**src/rtl/e1b_code_writer.sv**
```systemverilog
// e1b_code_writer: loads one channel's E1B primary code into the code BRAM.
// Each chip is a read-modify-write of one bit column on port A, 2 cycles/chip.
module e1b_code_writer #(
   parameter int GPS_CHANS    = 12,
   parameter int E1B_CODEBITS = 12,
   parameter int E1B_CODELEN  = 4092,
   parameter int WORD_W       = 16
) (
   input  logic                          clk,
   input  logic                          rst,
   input  logic                          start,
   input  logic [$clog2(GPS_CHANS)-1:0]  ch_sel,
   input  logic                          wr,
   input  logic [WORD_W-1:0]             tos,
   output logic                          busy,
   output logic                          done,
   output logic                          ovf,
   output logic                          err,
   output logic [E1B_CODEBITS-1:0]       bram_addr,
   output logic [GPS_CHANS-1:0]          bram_din,
   output logic                          bram_we,
   input  logic [GPS_CHANS-1:0]          bram_dout
);

   localparam int CH_W = $clog2(GPS_CHANS);
   localparam int NB_W = $clog2(WORD_W + 1);
   localparam logic [E1B_CODEBITS-1:0] LEN = E1B_CODEBITS'(E1B_CODELEN);
   localparam logic [E1B_CODEBITS-1:0] WCHIPS = E1B_CODEBITS'(WORD_W);
   localparam logic [CH_W-1:0] CH_LAST = CH_W'(GPS_CHANS - 1);

   typedef enum logic [2:0] {
      S_IDLE,
      S_WAIT,
      S_READ,
      S_MOD,
      S_DONE
   } state_t;

   state_t                  state_q, state_d;
   logic [CH_W-1:0]         ch_q, ch_d;
   logic [E1B_CODEBITS-1:0] chip_q, chip_d;
   logic [E1B_CODEBITS-1:0] addr_q, addr_d;
   logic [NB_W-1:0]         nbits_q, nbits_d;
   logic [WORD_W-1:0]       shift_q, shift_d;
   logic                    done_q, done_d;
   logic                    ovf_q, ovf_d;
   logic                    err_q, err_d;

   logic [E1B_CODEBITS-1:0] remain;
   logic [E1B_CODEBITS-1:0] chip_nx;
   logic [NB_W-1:0]         nbits_word;
   logic                    start_ok;
   logic [GPS_CHANS-1:0]    col_mask;

   assign remain     = LEN - chip_q;
   assign chip_nx    = chip_q + E1B_CODEBITS'(1);
   assign nbits_word = (remain >= WCHIPS) ? NB_W'(WORD_W)
                                          : remain[NB_W-1:0];
   assign start_ok   = start && (ch_sel <= CH_LAST);
   assign col_mask   = GPS_CHANS'(1) << ch_q;

   assign busy      = (state_q == S_READ) || (state_q == S_MOD);
   assign bram_we   = (state_q == S_MOD);
   assign bram_addr = addr_q;
   assign done      = done_q;
   assign ovf       = ovf_q;
   assign err       = err_q;

   // Write data: current BRAM word with only the selected channel bit replaced
   always_comb begin
      bram_din = '0;
      if (state_q == S_MOD) begin
         bram_din = (bram_dout & ~col_mask) | (shift_q[0] ? col_mask : '0);
      end
   end

   // Next-state logic: word intake, chip sequencing, start/abort and flags
   always_comb begin
      state_d = state_q;
      ch_d    = ch_q;
      chip_d  = chip_q;
      addr_d  = addr_q;
      nbits_d = nbits_q;
      shift_d = shift_q;
      done_d  = done_q;
      ovf_d   = ovf_q;
      err_d   = err_q;
      unique case (state_q)
         S_WAIT: begin
            if (wr && !start) begin
               shift_d = tos;
               nbits_d = nbits_word;
               addr_d  = chip_q;
               state_d = S_READ;
            end
         end
         S_READ: begin
            state_d = S_MOD;
         end
         S_MOD: begin
            shift_d = shift_q >> 1;
            chip_d  = chip_nx;
            nbits_d = nbits_q - NB_W'(1);
            if (nbits_q == NB_W'(1)) begin
               if (chip_nx == LEN) begin
                  state_d = S_DONE;
                  done_d  = 1'b1;
               end else begin
                  state_d = S_WAIT;
               end
            end else begin
               addr_d  = chip_nx;
               state_d = S_READ;
            end
         end
         default: ;
      endcase
      if (wr && !start && (state_q != S_WAIT)) begin
         ovf_d = 1'b1;
      end
      if (start) begin
         if (start_ok) begin
            ch_d    = ch_sel;
            chip_d  = '0;
            addr_d  = '0;
            nbits_d = '0;
            done_d  = 1'b0;
            ovf_d   = 1'b0;
            err_d   = 1'b0;
            state_d = S_WAIT;
         end else begin
            err_d = 1'b1;
         end
      end
   end

   // State and datapath registers with synchronous reset
   always_ff @(posedge clk) begin
      if (rst) begin
         state_q <= S_IDLE;
         ch_q    <= '0;
         chip_q  <= '0;
         addr_q  <= '0;
         nbits_q <= '0;
         shift_q <= '0;
         done_q  <= 1'b0;
         ovf_q   <= 1'b0;
         err_q   <= 1'b0;
      end else begin
         state_q <= state_d;
         ch_q    <= ch_d;
         chip_q  <= chip_d;
         addr_q  <= addr_d;
         nbits_q <= nbits_d;
         shift_q <= shift_d;
         done_q  <= done_d;
         ovf_q   <= ovf_d;
         err_q   <= err_d;
      end
   end

endmodule
```
**config.mk**
```make
export PLATFORM = sky130hd
export DESIGN_NAME = e1b_code_writer
export DESIGN_NICKNAME = d
export VERILOG_FILES = /design/src/rtl/e1b_code_writer.sv
export SDC_FILE = /design/constraint.sdc
export NUM_CORES = 1
export LEC_CHECK = 0
export BUFFER_PORTS_ARGS = -buffer_cell sky130_fd_sc_hd__buf_2
export CAP_MARGIN = 20
export CORE_ASPECT_RATIO = 0.6
export CORE_MARGIN = 1.5
export CORE_UTILIZATION = 25
export DETAILED_ROUTE_END_ITERATION = 7
export HOLD_SLACK_MARGIN = 0.03
export PLACE_DENSITY_LB_ADDON = 0.12
export SETUP_SLACK_MARGIN = 0.02
export SLEW_MARGIN = 10
export SYNTH_ARGS = -nofsm -noshare
export SYNTH_HDL_FRONTEND = slang
export SYNTH_SLANG_ARGS = --single-unit
```
**constraint.sdc**
```tcl
create_clock -name clk -period 2 [get_ports clk]
set_clock_uncertainty 0.05 [all_clocks]
set_input_delay 0 -clock clk [delete_from_list [all_inputs] [get_ports clk]]
set_output_delay 0 -clock clk [all_outputs]
set_load 0.05 [all_outputs]
```
==> results of run 1 <==
==> flip-flops by register name (all words and copies together) (netlist names) <==
register,flops
nbits_q,5
ovf,1
shift_q,16
chip_q,12
done,1
ch_q,4
bram_addr,12
state_q,3
err,1
==> metrics by stage <==
stage	worst slack, ns	area (sq um)
global route	0.001583	4020
CTS	0.09190	3973
finish	0.06296	4020
global placement	0.1183	3608
floorplan	0.02712	3020
detailed placement	0.1112	3608
==> layer usage <==
layer | vias to the layer above | part of all wire, %
met2 | 61 | 36
met5 | - | 0
met4 | 0 | 0.99
met1 | 1402 | 58
met3 | 7 | 4.3
li1 | 1544 | -
==> worst min path at each step <==
stage                         start  cells past startpoint  slack, ns         end
after global placement    ch_sel[0]                      3       0.21     ch_q[0]
after CTS                        wr                      4       0.04         ovf
final                            wr                      4       0.05         ovf
after detailed placement  ch_sel[0]                      3       0.21     ch_q[0]
after floorplan                 rst                      1       0.02  shift_q[0]
after global routing             wr                      4       0.05         ovf
==> power groups by stage <==
| stage | clock [uW] | combinational, uW | sequential (uW) |
|---|---|---|---|
| 2_1_floorplan | 0 | 129 | 1170 |
| 3_3_place_gp | 0 | 213 | 1170 |
| 3_5_place_dp | 0 | 214 | 1170 |
| 4_1_cts | 930 | 248 | 1140 |
| 5_1_grt | 969 | 277 | 1150 |
| 6_report | 892 | 246 | 1140 |
==> area by class of cell <==
class,instances,area (sq um)
Clock buffer,6,138.9
Clock inverter,1,5.005
Fill cell,1241,7503
Inverter,11,41.29
Multi-Input combinational cell,294,1772
Sequential cell,55,1105
Tap cell,160,200.2
Timing Repair Buffer,115,758.2
==> worst register-to-register path: stages, from the launching register on <==
cell and delay [ns]:
dfxtp_1 0.49, buf_4 0.21, nand4b_1 0.17, o311a_1 0.40
a21oi_2 0.16, nor4_4 0.07, a32o_1 0.26
==> what timing repair did <==
item / 4_1_cts / 5_1_grt
setup buffers: 0 / 1
setup endpoints to repair: 0 / 13
hold endpoints to repair: 22 / 0
hold buffers: 22 / 0
gates resized for setup: 0 / 10
==> layout by cell type (no fill, tap or decap), types with 2 or more instances in the layout <==
cell type       n
a21o_1          3
a21oi_1        20
a221oi_1        2
a222oi_1        6
a311oi_1       16
a32o_1          3
buf_2          64
buf_4          29
clkbuf_16       5
dfxtp_1        52
dfxtp_2         3
dlygate4sd3_1  22
ha_1            4
inv_1          10
mux2i_1        10
nand2_1        57
nand2b_1        7
nand3_1         7
nand4_1         2
nor2_1         66
nor2b_1         4
nor3_1         16
nor3_2          3
nor4_1          3
nor4_4          2
o21a_1          5
o21ai_0        15
o22ai_1         2
or3_1           4
xnor2_1         7
xor2_1          9
==> logic make-up (layout without fill, tap and decap cells) <==
logic type | Yosys count | count (layout)
adders and majority gates | 4 | 4
muxes | 10 | 10
buffers and inverters | 39 | 133
DFF | 55 | 55
xor gates and xnor gates | 16 | 16
and+or+nand+nor | 180 | 180
AOI/OAI and AO/OA | 84 | 84
==> results.toml, run 1 <==
[run_status]
status = "completed"

[layout]
syn_to_final_growth_pct = 33.26
n_antenna_cell = 0
final_core_util_pct = 34.89
final_nets = 522
drive_above_1_share_pct = 25.31
fin_cells = 642

[logic_synthesis]
avgSynthCellArea_sq_um = 7.775
ys_ff_latch = 55
yosys.area.top_type = "dfxtp_1"
synth_edf_count = 0
synth_commonest_cells = "nor2_1 (67), nand2_1 (57), dfxtp_1 (55)"
synth_xor_area_share_pct = 4.645
syn-cell-area_sq_um = 3017
synth_cell_types = 50
synth_seq_area_share_pct = 36.50
synth_most_common_cell = "nor2_1"
synth_area_leaders = "dfxtp_1 (36%), nor2_1 (8.3%), nand2_1 (7.1%)"
synth_top_area_share_pct = 36.50
syn_nets = 428
synthCells = 388
synth-compound-area-share_pct = 19.83
synthFlopType = "dfxtp_1"
synth_mux_area_share_pct = 3.318
yosys_warnings = 0
synth_top_family_by_area = "simple AND/OR/NAND/NOR gates"
async_flop_share_pct = 0
yosys.area_share.simple_pct = 27.96
synth_fa_ha_area_share_pct = 1.659

[worst_setup_path]
rrSetupSlack_ns = 0.06
cp_top_family = "compound AO/OA/AOI/OAI gates"
startpoint = "chip_q[2]"
endpoint = "nbits_q[3]"
start_kind = "register"
slowest_stage = "dfxtp_1"
path_max_fanout = 6
crit_required_ns = 2.14
worstSetupPathType = "reg2reg"
arrival_ns = 2.07
rr_worst_depth = 6
cp_slowest_stage_delay_ns = 0.49
timing.rr.end = "nbits_q[3]"
crit_cells = 6
r2r_start = "chip_q[2]"
path_buf_inv = 1
endpoint_kind = "register"
crit_chain = "buf_4, nand4b_1, o311a_1, a21oi_2, nor4_4, a32o_1"

[clocking]
clock_latency_ns = 0.30
htreeDepth = 2
cts_max_path_buffers = 2
cts.clk_slew.worst_paths_ns = 0.08
cts_sinks = 55
numCtsBuffers = 5
clock-root-buffer = "clkbuf_16"
cts_tree = "done"

[detailed_routing]
vias_per_cell = 4.695
wire_per_inst_microns = 14.00
drt-total-wl_microns = 8985
drtAntennaViolNets = 0
vias = 3014
drt_iter0_drc = 178
first_pass_iters = 4
drc = 0

[pwr]
clockPowerShare_pct = 39.1
pwr-share-comb_pct = 10.8
leakagePower_uw = 0.001579
intPower_uw = 1727
ir_drop_v = 0.0003142
sw_frac_of_total_pct = 24.36
power_switching_uw = 556.1
p_per_area_nw_per_um2 = 567.8
total_power_uw = 2283
sequentialPowerShare_pct = 50.1

[global_route]
overflow = 0
busiest_layer = "met1"
met2_usage_pct = 18.31
met3_usage_pct = 3.171
grt_max_degree = 30
grt_pass1_wl_microns = 13900
track_usage_pct = 14.28
use_met1_pct = 23.03
grt_pass1_vias = 2583
antenna_found_initial = 0

[place]
dp_cells = 612
gp_congestion = 0.9002
dp_hpwl_microns = 6650
port_buffers = 64

[timing]
drv_slew = 0
hold_slack_ns = 0.04748
fmax_mhz = 516.3
fin_setup_tns_ns = 0
finalHoldViolations = 0
fin_crit_ns = 1.937
rsz0062_at_grt = "yes"
min_period_over_period_pct = 96.85
tightest_slew_ns = 0.5428
relSlewSlack_pct = 63.77
setup_viol = 0

[die]
io_pins = 65
rows = 30
initial_core_util_pct = 26.18
core_region_area_sq_um = 11520
design.die.area_sq_um = 12760
die_y_microns = 88.09
die_x_microns = 144.8

[job]
maxCapViolations = 0

[min_path]
hold_class = "in2reg"
Power figures use the tool's default switching activity.
==> inputs of run 2 (changes only) <==
--- a/config.mk
+++ b/config.mk
@@ -8,11 +8,13 @@
 export BUFFER_PORTS_ARGS = -buffer_cell sky130_fd_sc_hd__buf_2
 export CAP_MARGIN = 20
 export CORE_ASPECT_RATIO = 0.6
-export CORE_MARGIN = 1.5
+export CORE_MARGIN = 8
 export CORE_UTILIZATION = 25
+export CTS_CLUSTER_DIAMETER = 150
 export DETAILED_ROUTE_END_ITERATION = 7
 export HOLD_SLACK_MARGIN = 0.03
 export PLACE_DENSITY_LB_ADDON = 0.12
+export REMOVE_ABC_BUFFERS = 1
 export SETUP_SLACK_MARGIN = 0.02
 export SLEW_MARGIN = 10
 export SYNTH_ARGS = -nofsm -noshare
==> results.toml, run 2 (synthesis results as in run 1) <==
[worst_setup_path]
path_max_fanout = 11
r2r_start = "chip_q[3]"
arrival_ns = 2.02
endpoint_kind = "register"
worstSetupPathType = "reg2reg"
rrSetupSlack_ns = 0.11
crit_chain = "nand4b_1, o311a_1, a21oi_2, nor4_4, a32o_1"
path_buf_inv = 0
rr_worst_depth = 5
slowest_stage = "dfxtp_1"
crit_required_ns = 2.14
start_kind = "register"
startpoint = "chip_q[3]"
cp_slowest_stage_delay_ns = 0.58
cp_top_family = "compound AO/OA/AOI/OAI gates"
crit_cells = 5

[clocking]
cts_max_path_buffers = 2
htreeDepth = 2
numCtsBuffers = 5
clock-root-buffer = "clkbuf_16"
cts_sinks = 55
clock_latency_ns = 0.29
cts.clk_slew.worst_paths_ns = 0.07
cts_tree = "done"

[pwr]
ir_drop_v = 0.0002605
leakagePower_uw = 0.001563
p_per_area_nw_per_um2 = 601.3
total_power_uw = 2417

[timing]
fmax_mhz = 530.4
drv_slew = 0
relSlewSlack_pct = 65.05
finalHoldViolations = 0
worst_slack_ns = 0.1147
rsz0062_at_grt = "no"
min_period_over_period_pct = 94.26
fin_crit_ns = 1.885
tightest_slew_ns = 0.5237
setup_viol = 0

[detailed_routing]
drc = 0
drt_iter0_drc = 176
drtAntennaViolNets = 0
drt-total-wl_microns = 8975
vias = 2963
first_pass_iters = 5
vias_per_cell = 4.615
wire_per_inst_microns = 13.98

[place]
pre_cts_slack_ns = 0.08134
gp_congestion = 0.7957
dp_hpwl_microns = 6518
port_buffers = 64
placed_area_sq_um = 3566

[global_route]
antenna_found_initial = 0
grt_pass1_vias = 2843
track_usage_pct = 11.42
grt_pass1_wl_microns = 14630
overflow = 0
grt_max_degree = 43

[layout]
largest_register_ff_count = 16
stdcell_area_sq_um = 4019
drive_above_1_share_pct = 24.32
final_core_util_pct = 33.75
multiInputGateArea_sq_um = 1780
fill_cells = 1319
seq_area_sq_um = 1104
layout_common_cells = "nor2_1 (66), buf_2 (64), nand2_1 (57), dfxtp_1 (53), buf_4 (23)"
layout_commonest_cell = "nor2_1"
n_antenna_cell = 0
largest_register = "shift_q"
syn_to_final_growth_pct = 33.22
final_nets = 516

[die]
core_region_area_sq_um = 11910
die_y_microns = 101.1
io_pins = 65
die_x_microns = 157.8
initial_core_util_pct = 25.33
rows = 31
design.die.area_sq_um = 15950

[job]
maxCapViolations = 0

[min_path]
hold_class = "in2reg"
whs_path_depth = 4
hold_start = "wr"

[run_status]
status = "completed"
==> run 2: cell types whose count changed in the layout (fill, tap and decap cells not counted) <==
cell / delta
buf_4: -6
bufinv_16: +1
dfxtp_1: +1
dfxtp_2: -1
ha_1: -1
ha_2: +1
nand2b_1: +1
nand2b_2: -1
nor4b_2: -1
nor4b_4: +1
==> run 2: metrics by stage <==
step | hold WS, ns | std cells | setup TNS, ns
2_1_floorplan | 0.02214 | 360 | -3.778
3_3_place_gp | 0.1981 | 611 | 0
4_1_cts | 0.05977 | 641 | 0
3_5_place_dp | 0.2091 | 611 | 0
6_report | 0.06187 | 642 | 0
5_1_grt | 0.1160 | 642 | 0
==> run 2: power by group <==
part / internal (uW) / switching [uW]
Combinational: 112 / 131
Sequential: 1120 / 22.5
Clock: 624 / 406
==> run 2: worst paths after layout <==
| kind | to |
|---|---|
| max | nbits_q[3] |
| min | ovf |
| min reg2reg | ovf |
| max reg2reg | nbits_q[3] |
==> run 2: layer usage <==
| layer | up-vias | GRT usage (%) | routed length (microns) |
|---|---|---|---|
| li1 | 1536 | - | - |
| met1 | 1357 | 16.93 | 4915 |
| met5 | - | 0 | 0 |
| met4 | 0 | 2.620 | 66 |
| met2 | 66 | 15.66 | 3326 |
| met3 | 4 | 3.168 | 666 |
==> run 2: timing repair <==
item | 4_1_cts | 5_1_grt
hold buffers | 22 | 0
setup buffers | 0 | 1
setup endpoints to repair | 0 | 13
endpoints found under the hold margin | 22 | 0
resized for setup | 0 | 11
==> run 2: layout make-up <==
class                           count  area share (%)
Inverter                           11           1.027
Tap cell                          165           5.137
Clock inverter                      2          0.8717
Timing Repair Buffer              109           17.75
Sequential cell                    55           27.46
Clock buffer                        6           3.456
Multi-Input combinational cell    294           44.30
==> run 2: worst register-to-register path, delay by kind of cell, from the launching register on <==
family          cells  cell delay (ns)
flops               1             0.58
compound gates      3             0.81
simple gates        2             0.33
